## src/rtl/shared_fu_arbiter_pkg.sv

```systemverilog
// shared_fu_pkg: FSM state encoding and index-width helper for the shared functional-unit arbiter
package shared_fu_pkg;
  typedef enum logic [1:0] {IDLE, EXEC, DONE} state_t;
  function automatic int idx_w(input int n);
    return (n > 1) ? $clog2(n) : 1;
  endfunction
endpackage

```

## src/rtl/shared_fu_arbiter_if.sv

```systemverilog
// shared_fu_arbiter_if: requester bundle plus the shared unit's operand/result lines
interface shared_fu_arbiter_if #(parameter int WIDTH = 32, parameter int NREQ = 4);
  logic [NREQ-1:0]       req_valid;
  logic [NREQ-1:0]       req_ready;
  logic [NREQ*WIDTH-1:0] req_left;
  logic [NREQ*WIDTH-1:0] req_right;
  logic [WIDTH-1:0]      out;
  logic [WIDTH-1:0]      fu_left;
  logic [WIDTH-1:0]      fu_right;
  logic [WIDTH-1:0]      fu_out;
  logic                  busy;
  modport master(output req_valid, req_left, req_right, fu_out, input req_ready, out, fu_left, fu_right, busy);
  modport slave(input req_valid, req_left, req_right, fu_out, output req_ready, out, fu_left, fu_right, busy);
endinterface

```

## src/rtl/shared_fu_arbiter_rr_arbiter.sv

```systemverilog
// rr_arbiter: combinational round-robin pick of the first request at or after ptr, wrapping
module rr_arbiter import shared_fu_pkg::*; #(
  parameter int NREQ = 4,
  localparam int IW = idx_w(NREQ)
) (
  input  logic [NREQ-1:0] req,
  input  logic [IW-1:0]   ptr,
  output logic [NREQ-1:0] gnt,
  output logic [IW-1:0]   idx
);
  logic found;
  always_comb begin
    found = 1'b0;
    idx = '0;
    for (int k = 0; k < NREQ; k++) begin
      if (!found && req[(int'(ptr) + k) % NREQ]) begin
        found = 1'b1;
        idx = IW'((int'(ptr) + k) % NREQ);
      end
    end
    gnt = found ? NREQ'(1) << idx : '0;
  end
endmodule

```

## src/rtl/shared_fu_arbiter.sv

```systemverilog
// shared_fu_arbiter: time-shares one combinational functional unit among NREQ requesters
module shared_fu_arbiter import shared_fu_pkg::*; #(
  parameter int WIDTH = 32,
  parameter int NREQ = 4,
  parameter int LATENCY = 2
) (
  input logic clk,
  input logic reset,
  shared_fu_arbiter_if.slave bus
);
  localparam int IW = idx_w(NREQ);
  localparam int CW = idx_w(LATENCY);
  state_t state_q, state_d;
  logic [CW-1:0] cnt_q, cnt_d;
  logic [IW-1:0] ptr_q, ptr_d, grant_q, grant_d, arb_idx;
  logic [NREQ-1:0] arb_gnt;
  logic [WIDTH-1:0] left_q, left_d, right_q, right_d, out_q, out_d;
  rr_arbiter #(.NREQ(NREQ)) u_arb (.req(bus.req_valid), .ptr(ptr_q), .gnt(arb_gnt), .idx(arb_idx));
  always_comb begin
    state_d = state_q;
    cnt_d = cnt_q;
    ptr_d = ptr_q;
    grant_d = grant_q;
    left_d = left_q;
    right_d = right_q;
    out_d = out_q;
    case (state_q)
      IDLE: if (|arb_gnt) begin
        grant_d = arb_idx;
        left_d = bus.req_left[arb_idx*WIDTH +: WIDTH];
        right_d = bus.req_right[arb_idx*WIDTH +: WIDTH];
        cnt_d = CW'(LATENCY - 1);
        state_d = EXEC;
      end
      EXEC: if (cnt_q == '0) begin
        out_d = bus.fu_out;
        state_d = DONE;
      end else cnt_d = cnt_q - CW'(1);
      DONE: begin
        ptr_d = (grant_q == IW'(NREQ - 1)) ? '0 : grant_q + IW'(1);
        state_d = IDLE;
      end
      default: state_d = IDLE;
    endcase
  end
  always_ff @(posedge clk or posedge reset) begin
    if (reset) begin
      state_q <= IDLE;
      cnt_q <= '0;
      ptr_q <= '0;
      grant_q <= '0;
      left_q <= '0;
      right_q <= '0;
      out_q <= '0;
    end else begin
      state_q <= state_d;
      cnt_q <= cnt_d;
      ptr_q <= ptr_d;
      grant_q <= grant_d;
      left_q <= left_d;
      right_q <= right_d;
      out_q <= out_d;
    end
  end
  assign bus.req_ready = (state_q == DONE) ? NREQ'(1) << grant_q : '0;
  assign bus.busy = state_q != IDLE;
  assign bus.out = out_q;
  assign bus.fu_left = left_q;
  assign bus.fu_right = right_q;
endmodule

```

## src/flat_wrapper.sv

```systemverilog
// flat-port wrapper written by rule: the top's interface ports become plain ports
module shared_fu_arbiter_flat import shared_fu_pkg::*;
#(
  parameter int WIDTH = 32,
  parameter int NREQ = 4,
  parameter int LATENCY = 2
)
  (clk, reset, bus_req_valid, bus_req_left, bus_req_right, bus_fu_out, bus_req_ready, bus_out, bus_fu_left, bus_fu_right, bus_busy);
  shared_fu_arbiter_if #(.WIDTH(WIDTH), .NREQ(NREQ)) bus_i ();
  input logic clk;
  input logic reset;
  input wire logic [$bits(bus_i.req_valid)-1:0] bus_req_valid;
  input wire logic [$bits(bus_i.req_left)-1:0] bus_req_left;
  input wire logic [$bits(bus_i.req_right)-1:0] bus_req_right;
  input wire logic [$bits(bus_i.fu_out)-1:0] bus_fu_out;
  output wire logic [$bits(bus_i.req_ready)-1:0] bus_req_ready;
  output wire logic [$bits(bus_i.out)-1:0] bus_out;
  output wire logic [$bits(bus_i.fu_left)-1:0] bus_fu_left;
  output wire logic [$bits(bus_i.fu_right)-1:0] bus_fu_right;
  output wire logic [$bits(bus_i.busy)-1:0] bus_busy;
  assign bus_i.req_valid = bus_req_valid;
  assign bus_i.req_left = bus_req_left;
  assign bus_i.req_right = bus_req_right;
  assign bus_i.fu_out = bus_fu_out;
  assign bus_req_ready = bus_i.req_ready;
  assign bus_out = bus_i.out;
  assign bus_fu_left = bus_i.fu_left;
  assign bus_fu_right = bus_i.fu_right;
  assign bus_busy = bus_i.busy;
  shared_fu_arbiter #(.WIDTH(WIDTH), .NREQ(NREQ), .LATENCY(LATENCY)) u_core (.clk(clk), .reset(reset), .bus(bus_i));
endmodule
```

## config.mk

```make
export PLATFORM = sky130hd
export DESIGN_NAME = shared_fu_arbiter_flat
export DESIGN_NICKNAME = d
export VERILOG_FILES = /design/src/rtl/shared_fu_arbiter_pkg.sv /design/src/rtl/shared_fu_arbiter_if.sv /design/src/rtl/shared_fu_arbiter_rr_arbiter.sv /design/src/rtl/shared_fu_arbiter.sv /design/src/flat_wrapper.sv
export SDC_FILE = /design/constraint.sdc
export NUM_CORES = 1
export LEC_CHECK = 0
export ABC_CLOCK_PERIOD_IN_PS = 4000
export BUFFER_PORTS_ARGS = -buffer_cell sky130_fd_sc_hd__buf_2
export CAP_MARGIN = 20
export CORE_MARGIN = 8
export CORE_UTILIZATION = 30
export CTS_BUF_LIST = sky130_fd_sc_hd__clkbuf_4 sky130_fd_sc_hd__clkbuf_8
export DETAILED_ROUTE_END_ITERATION = 10
export PLACE_DENSITY_LB_ADDON = 0.12
export SYNTH_ARGS = -nofsm -noshare
export SYNTH_HDL_FRONTEND = slang
export SYNTH_HIERARCHICAL = 1
export SYNTH_SLANG_ARGS = --single-unit
```

## constraint.sdc

```tcl
create_clock -name clk -period 4 [get_ports clk]
set_clock_uncertainty 0.05 [all_clocks]
set_input_delay 0.8 -clock clk [delete_from_list [all_inputs] [get_ports clk]]
set_output_delay 0.8 -clock clk [all_outputs]
set_load 0.005 [all_outputs]
```

==> impl_summary.log, run 1 <==
INFO  metric status = finished clean
INFO  metric timing.reg2reg.setup_slack = around 1100 ps
INFO  metric post_cts_resize_count = 0
INFO  metric cts_buffers = 9
INFO  metric core.rowCount = 50
INFO  metric n_fill_cell = about 1,800
INFO  metric critical_path.top_delay_family = multiplexers
INFO  metric grt_max_degree = 86
INFO  metric synth-seq-cells = roughly 100
INFO  metric hold_bufs_inserted_after_cts = 0
INFO  metric area_of_the_multi_input_gates = ~2900 um^2
INFO  metric final_cell_mix = sky130_fd_sc_hd__buf_2, sky130_fd_sc_hd__dfrtp_1, sky130_fd_sc_hd__mux2_2, sky130_fd_sc_hd__mux4_2, sky130_fd_sc_hd__clkbuf_8
INFO  metric routed_wire_length_per_instance = 20.70 um
INFO  metric setup_tns = 0 ps
INFO  metric powerDensity = approximately 690 nW/um^2
INFO  metric route.detailed.drc = 0
INFO  metric detailedRoute.firstIterationViolations = 115
INFO  metric path_buf_inv = 1
INFO  metric timing.fmax = ~350 MHz
INFO  metric postSynthAreaPerCell = 16.51 um^2
INFO  metric final-instance-count-excl-fill = 967
INFO  metric final_nets = a little over 1,000
INFO  metric final_max_slew_viol_count = 0
INFO  metric initial_core_util = a little under a third
INFO  metric finalCoreUtilization = ~43%
INFO  metric vdd_ir_drop_max = just over 400 uV
INFO  metric most_common_cell_after_layout_fill_and_taps_aside = sky130_fd_sc_hd__buf_2
INFO  metric ant_nets = 0
INFO  metric clk_pin_slew = 110 ps
INFO  metric finalPower = approximately 5.5 mW
INFO  metric vias_in_the_first_global_route = around 5,400
INFO  metric cts_sinks = about 100
INFO  metric drive_above_1_share = between 80 and 90%
INFO  metric num_vias = about 4,700
INFO  metric clk-insertion-delay-late = approximately 370 ps
INFO  metric rsz0062_at_grt = false
INFO  metric layout_area_overhead = 42.37%
INFO  metric core-area = around 19,000 um^2
INFO  metric critical_path_arrival = 3100 ps
INFO  metric path_cells = mux2i_1, nor2_1, a311oi_4, buf_4, mux4_2, mux2_2
INFO  metric class_of_the_tightest_hold_or_removal_check = in -> async
INFO  metric post_cts_buffers = 0
INFO  metric dp_cells = 949
INFO  metric critPathRequiredTime = around 4200 ps
INFO  metric synth_sequential_area_ratio = a little under half
INFO  metric cts_tree = done
INFO  metric cpPeakStageDelay = about 620 ps
INFO  metric fin_crit_sh = between 70 and 80%
INFO  metric sum_of_routed_wire_length_over_all_layers = between 20 and 25 mm
INFO  metric cts_htree_levels = 3
INFO  metric first_pass_grt_wire_length = 30.57 mm
INFO  metric cp_slowest_cell = sky130_fd_sc_hd__dfrtp_1
INFO  metric library_cell_used_as_clock_root_buffer = sky130_fd_sc_hd__clkbuf_8
INFO  metric netlist-cell-type-count = 31
INFO  metric seq_area = 2577 um^2
INFO  metric finalWeightedCongestion = about 0.88
INFO  metric startpoint_type = flop
INFO  metric maxSlewHeadroom = 60.36%
INFO  metric drv.max_cap_violation_count = 0
INFO  metric ys.warnings.count = 6
INFO  metric io_buffer_count = 394
INFO  metric grt-ovfl-total = 0
INFO  metric grt_antenna_before_repair = 1
INFO  metric floorplan.die.height = 153.4 um
INFO  metric floorplan.die_area = 23,530 um^2
INFO  metric postSynthNetCount = about 640
INFO  metric final_period_minus_worst_setup_slack = 2897 ps
INFO  metric die_w = 153.4 um
INFO  metric drtPass1Iterations = 4
INFO  metric hpwl = between 15 and 20 mm
INFO  metric cp_max_fo = 31
INFO  metric route.detailed.vias_per_inst = between 4 and 5
INFO  metric total_leakage_power = ~3.9 nW
INFO  metric finalHoldViolCount = 0
INFO  metric hold_ws = about 420 ps
INFO  metric worstSetupEndpointType = flop
INFO  metric path_class = reg -> reg
INFO  metric ios = a little under 400
INFO  metric setup_violations = 0
INFO  metric post_synth_instance_area = 5664 um^2
INFO  metric worst_slew_pin_slew = just under 600 ps
INFO  metric synthesis.instances = roughly 340
INFO  metric cts_buffer_depth = 2
INFO  metric gr-usage-all-layers = about 17%
==> per-stage QoR <==
| stage | setup slack [ps] | instance area [um^2] |
|---|---|---|
| 5_1_grt | 893.3 | 8064 |
| 6_report | 1103 | 8064 |
| 4_1_cts | 1051 | 8034 |
| 2_1_floorplan | 446.2 | 5664 |
| 3_3_place_gp | 830.9 | 7850 |
| 3_5_place_dp | 782.7 | 7850 |
==> cell usage after synthesis <==
cell type | number | share of area (%)
sky130_fd_sc_hd__and2b_2 | 1 | 0.15
sky130_fd_sc_hd__o221a_2 | 2 | 0.40
sky130_fd_sc_hd__nand2b_1 | 2 | 0.22
sky130_fd_sc_hd__mux4_2 | 64 | 25
sky130_fd_sc_hd__dfrtp_1 | 103 | 46
sky130_fd_sc_hd__o22ai_1 | 1 | 0.11
sky130_fd_sc_hd__or2_1 | 1 | 0.11
sky130_fd_sc_hd__ha_1 | 4 | 0.88
sky130_fd_sc_hd__mux2i_1 | 1 | 0.18
sky130_fd_sc_hd__clkbuf_1 | 3 | 0.20
sky130_fd_sc_hd__mux2_2 | 100 | 20
sky130_fd_sc_hd__a21oi_1 | 5 | 0.44
sky130_fd_sc_hd__buf_2 | 10 | 0.88
sky130_fd_sc_hd__a21boi_0 | 1 | 0.13
sky130_fd_sc_hd__o2bb2a_1 | 1 | 0.18
sky130_fd_sc_hd__nor2_1 | 6 | 0.40
sky130_fd_sc_hd__nor2_2 | 1 | 0.11
sky130_fd_sc_hd__and2_1 | 5 | 0.55
sky130_fd_sc_hd__a21o_1 | 1 | 0.13
sky130_fd_sc_hd__nor4_2 | 1 | 0.22
sky130_fd_sc_hd__o21bai_1 | 1 | 0.13
sky130_fd_sc_hd__a22o_1 | 1 | 0.15
sky130_fd_sc_hd__o2bb2ai_1 | 1 | 0.15
sky130_fd_sc_hd__buf_1 | 2 | 0.13
sky130_fd_sc_hd__buf_4 | 1 | 0.13
sky130_fd_sc_hd__buf_6 | 10 | 2.0
sky130_fd_sc_hd__o21ai_0 | 3 | 0.26
sky130_fd_sc_hd__a311oi_1 | 1 | 0.15
sky130_fd_sc_hd__clkbuf_2 | 2 | 0.18
sky130_fd_sc_hd__inv_1 | 7 | 0.46
sky130_fd_sc_hd__nor2b_1 | 1 | 0.11
==> flip-flops by register name (all words and copies together) (netlist names) <==
| register | cells |
|---|---|
| u_core/grant_q | 2 |
| u_core/state_q | 2 |
| u_core/ptr_q | 2 |
| u_core/cnt_q | 1 |
| u_core/bus.out | 32 |
| u_core/bus.fu_right | 32 |
| u_core/bus.fu_left | 32 |
==> power by group <==
part | total, mW | switching [mW] | internal [mW] | leakage, nW
logic | 3.01 | 1.26 | 1.75 | 2.56
clock network | 0.639 | 0.395 | 0.244 | 0.0888
registers | 1.89 | 0.292 | 1.60 | 1.21
total | 5.54 | 1.95 | 3.59 | 3.86
==> cell families after synthesis <==
| group | Yosys count | share of synthesized area (%) |
|---|---|---|
| mux | 165 | 45.50 |
| flops | 103 | 45.50 |
| compound gates | 18 | 2.253 |
| simple gates | 18 | 1.878 |
| buf+inv | 35 | 3.976 |
| fa+ha+maj | 4 | 0.8836 |
==> final timing paths <==
check | cells after the start | end | start
max | 6 | u_core/bus.fu_left[11] | u_core/ptr_q[1]
min | 2 | u_core/bus.out[3] | reset
max reg2reg | 6 | u_core/bus.fu_left[11] | u_core/ptr_q[1]
min reg2reg | 1 | u_core/bus.fu_left[30] | u_core/bus.fu_left[30]
max in group asynchronous | 4 | u_core/bus.fu_left[18] | reset
min in group clk | 1 | u_core/bus.fu_left[30] | u_core/bus.fu_left[30]
==> metal layers <==
layer  vias to the layer above  track usage, %  part of all wire, %
li1                       2105               -                    -
met1                      2337           16.74                   35
met2                       229           31.32                   54
met3                        21           6.033                  9.3
met4                         0           5.506                  1.7
met5                         -               0                    0
==> final cells by class <==
cell class | instances | area share, %
antenna | 1 | 0.03103
clock buffer | 10 | 1.629
clock inverter | 6 | 0.6517
inverter | 7 | 0.3569
multi-input combinational | 205 | 35.92
sequential | 103 | 31.96
tap | 234 | 3.631
timing repair buffer | 401 | 25.82
Power figures use the tool's default switching activity.
==> inputs of run 2 (changes only) <==
- ABC_AREA: default -> 1
- ABC_CLOCK_PERIOD_IN_PS: 4000 -> 2300
- clock period: 4 -> 2.3 ns (I/O delays scaled with it)
==> impl_summary.log, run 2 <==
INFO  metric status = finished clean
INFO  metric layout_area_overhead = 46.26%
INFO  metric total_leakage_power = 7.065 nW
INFO  metric layout.cell_area.non_filler = 10,690 um^2
INFO  metric netlist-cell-type-count = 22
INFO  metric clk_pin_slew = between 100 and 150 ps
INFO  metric cts_buffer_depth = 2
INFO  metric cts_htree_levels = 3
INFO  metric grt_antenna_before_repair = 1
INFO  metric area_of_the_multi_input_gates = ~3500 um^2
INFO  metric timing.critical_path.mode_cell = sky130_fd_sc_hd__nand2_1
INFO  metric crit_path_end = u_core/bus.fu_right[7]
INFO  metric synth-seq-cells = just over 100
INFO  metric postSynthAreaPerCell = 5.770 um^2
INFO  metric maxSlewHeadroom = between 50% and 60%
INFO  metric final_nets = 1,963
INFO  metric class_of_the_tightest_hold_or_removal_check = in -> reg
INFO  metric postSynthNetCount = roughly 1,600
INFO  metric cts_buffers = 9
INFO  metric final_max_slew_viol_count = 0
INFO  metric synth.top_cells.by_area = sky130_fd_sc_hd__dfrtp_1, sky130_fd_sc_hd__nand2_1, sky130_fd_sc_hd__inv_1, sky130_fd_sc_hd__nand3_1, sky130_fd_sc_hd__buf_2
INFO  metric worstSetupEndpointType = flop
INFO  metric critical_path_arrival = between 2000 and 3000 ps
INFO  metric post-synth-top-area-cell = sky130_fd_sc_hd__dfrtp_1
INFO  metric synth_sequential_area_ratio = roughly a third
INFO  metric io_buffer_count = 394
INFO  metric route.detailed.drc = 0
INFO  metric grt_max_degree = 97
INFO  metric setup_tns = 0 ps
INFO  metric first_pass_grt_wire_length = ~42 mm
INFO  metric synthesis.instances = 1,267
INFO  metric drive_above_1_share = between 30% and 40%
INFO  metric ys.warnings.count = 6
INFO  metric routed_wire_length_per_instance = around 15 um
INFO  metric post_synth_instance_area = roughly 7300 um^2
INFO  metric cp_slowest_cell = sky130_fd_sc_hd__dfrtp_2
INFO  metric synth_commonest_cells = sky130_fd_sc_hd__nand2_1, sky130_fd_sc_hd__inv_1, sky130_fd_sc_hd__nand3_1
INFO  metric die_w = roughly 170 um
INFO  metric finalHoldViolCount = 0
INFO  metric place_area = ~9800 um^2
INFO  metric rr_worst_depth = 17
INFO  metric async_reset_ff_share = between 90% and 100%
INFO  metric finalWorstSetupSlack = ~22 ps
INFO  metric num_vias = ~8,600
INFO  metric n_fill_cell = between 2,000 and 3,000
INFO  metric timing.rr.end = u_core/bus.fu_right[7]
INFO  metric worst_slew_pin_slew = between 600 and 700 ps
INFO  metric cts_sinks = approximately 100
INFO  metric final_period_minus_worst_setup_slack = 2278 ps
INFO  metric vias_in_the_first_global_route = just over 8,000
INFO  metric rsz0062_at_grt = true
INFO  metric final_cell_mix = sky130_fd_sc_hd__nand2_1, sky130_fd_sc_hd__buf_2, sky130_fd_sc_hd__inv_1, sky130_fd_sc_hd__nand3_1, sky130_fd_sc_hd__dfrtp_1
INFO  metric timing.fmax = 439.0 MHz
INFO  metric path_cells = inv_4, buf_4, nand2_1, nand2_1, nand2_2, nand2_2, nor2_4, nand4_1, nand2_2, nand2_1, inv_2, nor2_4, a21oi_4, buf_6, clkbuf_16, nand2_1, nand2_1
INFO  metric crit-reg2reg-launch = u_core/ptr_q[0]
INFO  metric floorplan.die_area = slightly below 30,000 um^2
INFO  metric seq_area = ~2600 um^2
INFO  metric sum_of_routed_wire_length_over_all_layers = between 30 and 40 mm
INFO  metric finalWeightedCongestion = between 0.8 and 0.9
INFO  metric fin_crit_sh = between 90% and 100%
INFO  metric floorplan.die.height = 172.1 um
INFO  metric most_common_cell_after_layout_fill_and_taps_aside = sky130_fd_sc_hd__nand2_1
INFO  metric ant_nets = 0
INFO  metric library_cell_used_as_clock_root_buffer = sky130_fd_sc_hd__clkbuf_8
INFO  metric synth_edf_count = 0
INFO  metric clk-insertion-delay-late = between 300 and 400 ps
INFO  metric detailedRoute.firstIterationViolations = about 450
INFO  metric core.rowCount = between 50 and 60
INFO  metric startpoint_type = flop
INFO  metric setup_violations = 0
INFO  metric vdd_ir_drop_max = approximately 1100 uV
INFO  metric synthFlopType = sky130_fd_sc_hd__dfrtp_1
INFO  metric path_class = reg -> reg
INFO  metric drv.max_cap_violation_count = 0
INFO  metric powerDensity = slightly below 2000 nW/um^2
INFO  metric gr-usage-all-layers = between 10% and 20%
INFO  metric cp-startpoint = u_core/ptr_q[0]
INFO  metric initial_core_util = a little under a third
INFO  metric hpwl = 21.73 mm
INFO  metric core-area = 24,110 um^2
INFO  metric cts_tree = done
INFO  metric cpPeakStageDelay = 460 ps
INFO  metric ios = just under 400
INFO  metric route.detailed.vias_per_inst = 4.329
INFO  metric drtPass1Iterations = 5
INFO  metric critPathRequiredTime = 2580 ps
INFO  metric yosysTopAreaCellShare = about a third
INFO  metric placement.setup.worst_slack = -52.94 ps
INFO  metric timing.reg2reg.setup_slack = roughly 22 ps
INFO  metric cp_max_fo = 8
INFO  metric post-synth-top-count-cell = sky130_fd_sc_hd__nand2_1
INFO  metric grt-ovfl-total = 0
-- run 2: changes by cell type after synthesis, sizes merged, moves of 2 or more --
cell / before / now
mux2: 100 / 0
nand2: 0 / 663
o221a: 2 / 0
mux4: 64 / 0
a21oi: 5 / 3
nor2: 7 / 12
and2: 5 / 0
inv: 7 / 279
nand2b: 2 / 0
buf: 23 / 56
nand3: 0 / 136
-- run 2: cell type report --
| class | instances | area share (%) |
|---|---|---|
| antenna | 2 | 0.04681 |
| timing repair inverter | 2 | 0.1872 |
| tap | 324 | 3.791 |
| clock buffer | 9 | 1.158 |
| clock inverter | 7 | 0.6787 |
| multi-input combinational | 823 | 32.93 |
| timing repair buffer | 447 | 26.71 |
| inverter | 279 | 10.37 |
| sequential | 103 | 24.13 |
-- run 2: cells by family (layout without fill, tap and decap cells) --
family          count (synthesis)  in the layout  share of synthesized area, %
other cells                     0              2                             0
flops                         103            103                         35.26
compound gates                  6              6                        0.4964
simple gates                  813            813                         44.74
fa+ha+maj                       4              4                        0.6846
buf+inv                       341            744                         18.83
-- run 2: where the power goes --
| part | switching (mW) | internal (mW) |
|---|---|---|
| logic | 9.72 | 6.94 |
| clock network | 0.745 | 0.427 |
| registers | 0.528 | 2.84 |
-- run 2: critical path: cells and delay by family, from the launching register on --
| kind | cells | cell delay (ps) |
|---|---|---|
| flip-flops | 1 | 460 |
| AND/OR/NAND/NOR | 11 | 930 |
| buffers and inverters | 5 | 610 |
| AO/OA/AOI/OAI | 1 | 190 |
-- run 2: metrics by stage --
step / power [mW] / std cells / hold WS [ps] / utilization (%)
2_1_floorplan: 12.08 / 1267 / 399.1 / -
3_3_place_gp: 16.70 / 1951 / 348.5 / 40.54
3_5_place_dp: 16.83 / 1951 / 351.2 / 40.54
4_1_cts: 18.16 / 1968 / 172.8 / 41.47
5_1_grt: 23.30 / 1994 / 184.4 / 44.34
6_report: 21.20 / 1996 / 198.6 / 44.36
-- run 2: how the worst min path moves through the flow --
| stage | cells after the start | from | endpoint | slack (ps) |
|---|---|---|---|---|
| after floorplan | 2 | u_core/cnt_q | u_core/state_q[0] | 400 |
| after global placement | 2 | reset | u_core/bus.out[2] | 350 |
| after detailed placement | 2 | reset | u_core/bus.out[2] | 350 |
| after CTS | 3 | bus_fu_out[2] | u_core/bus.out[2] | 170 |
| after global routing | 3 | bus_fu_out[28] | u_core/bus.out[28] | 180 |
| final | 3 | bus_fu_out[2] | u_core/bus.out[2] | 200 |
-- run 2: timing repair --
action,in CTS,in global routing
hold buffers,1,0
gates resized for setup,5,76
endpoints found under the setup margin,61,68
gates cloned,0,17
buffers inserted,0,10
pin swaps,0,11
endpoints found under the hold margin,7,0
-- run 2: metal layers --
metal	global-route usage, %	wire [um]	share of wire [%]
met5	0	12	0.039
met1	19.98	12180	40
met4	4.798	407	1.3
met3	6.027	2876	9.4
met2	31.37	15040	49
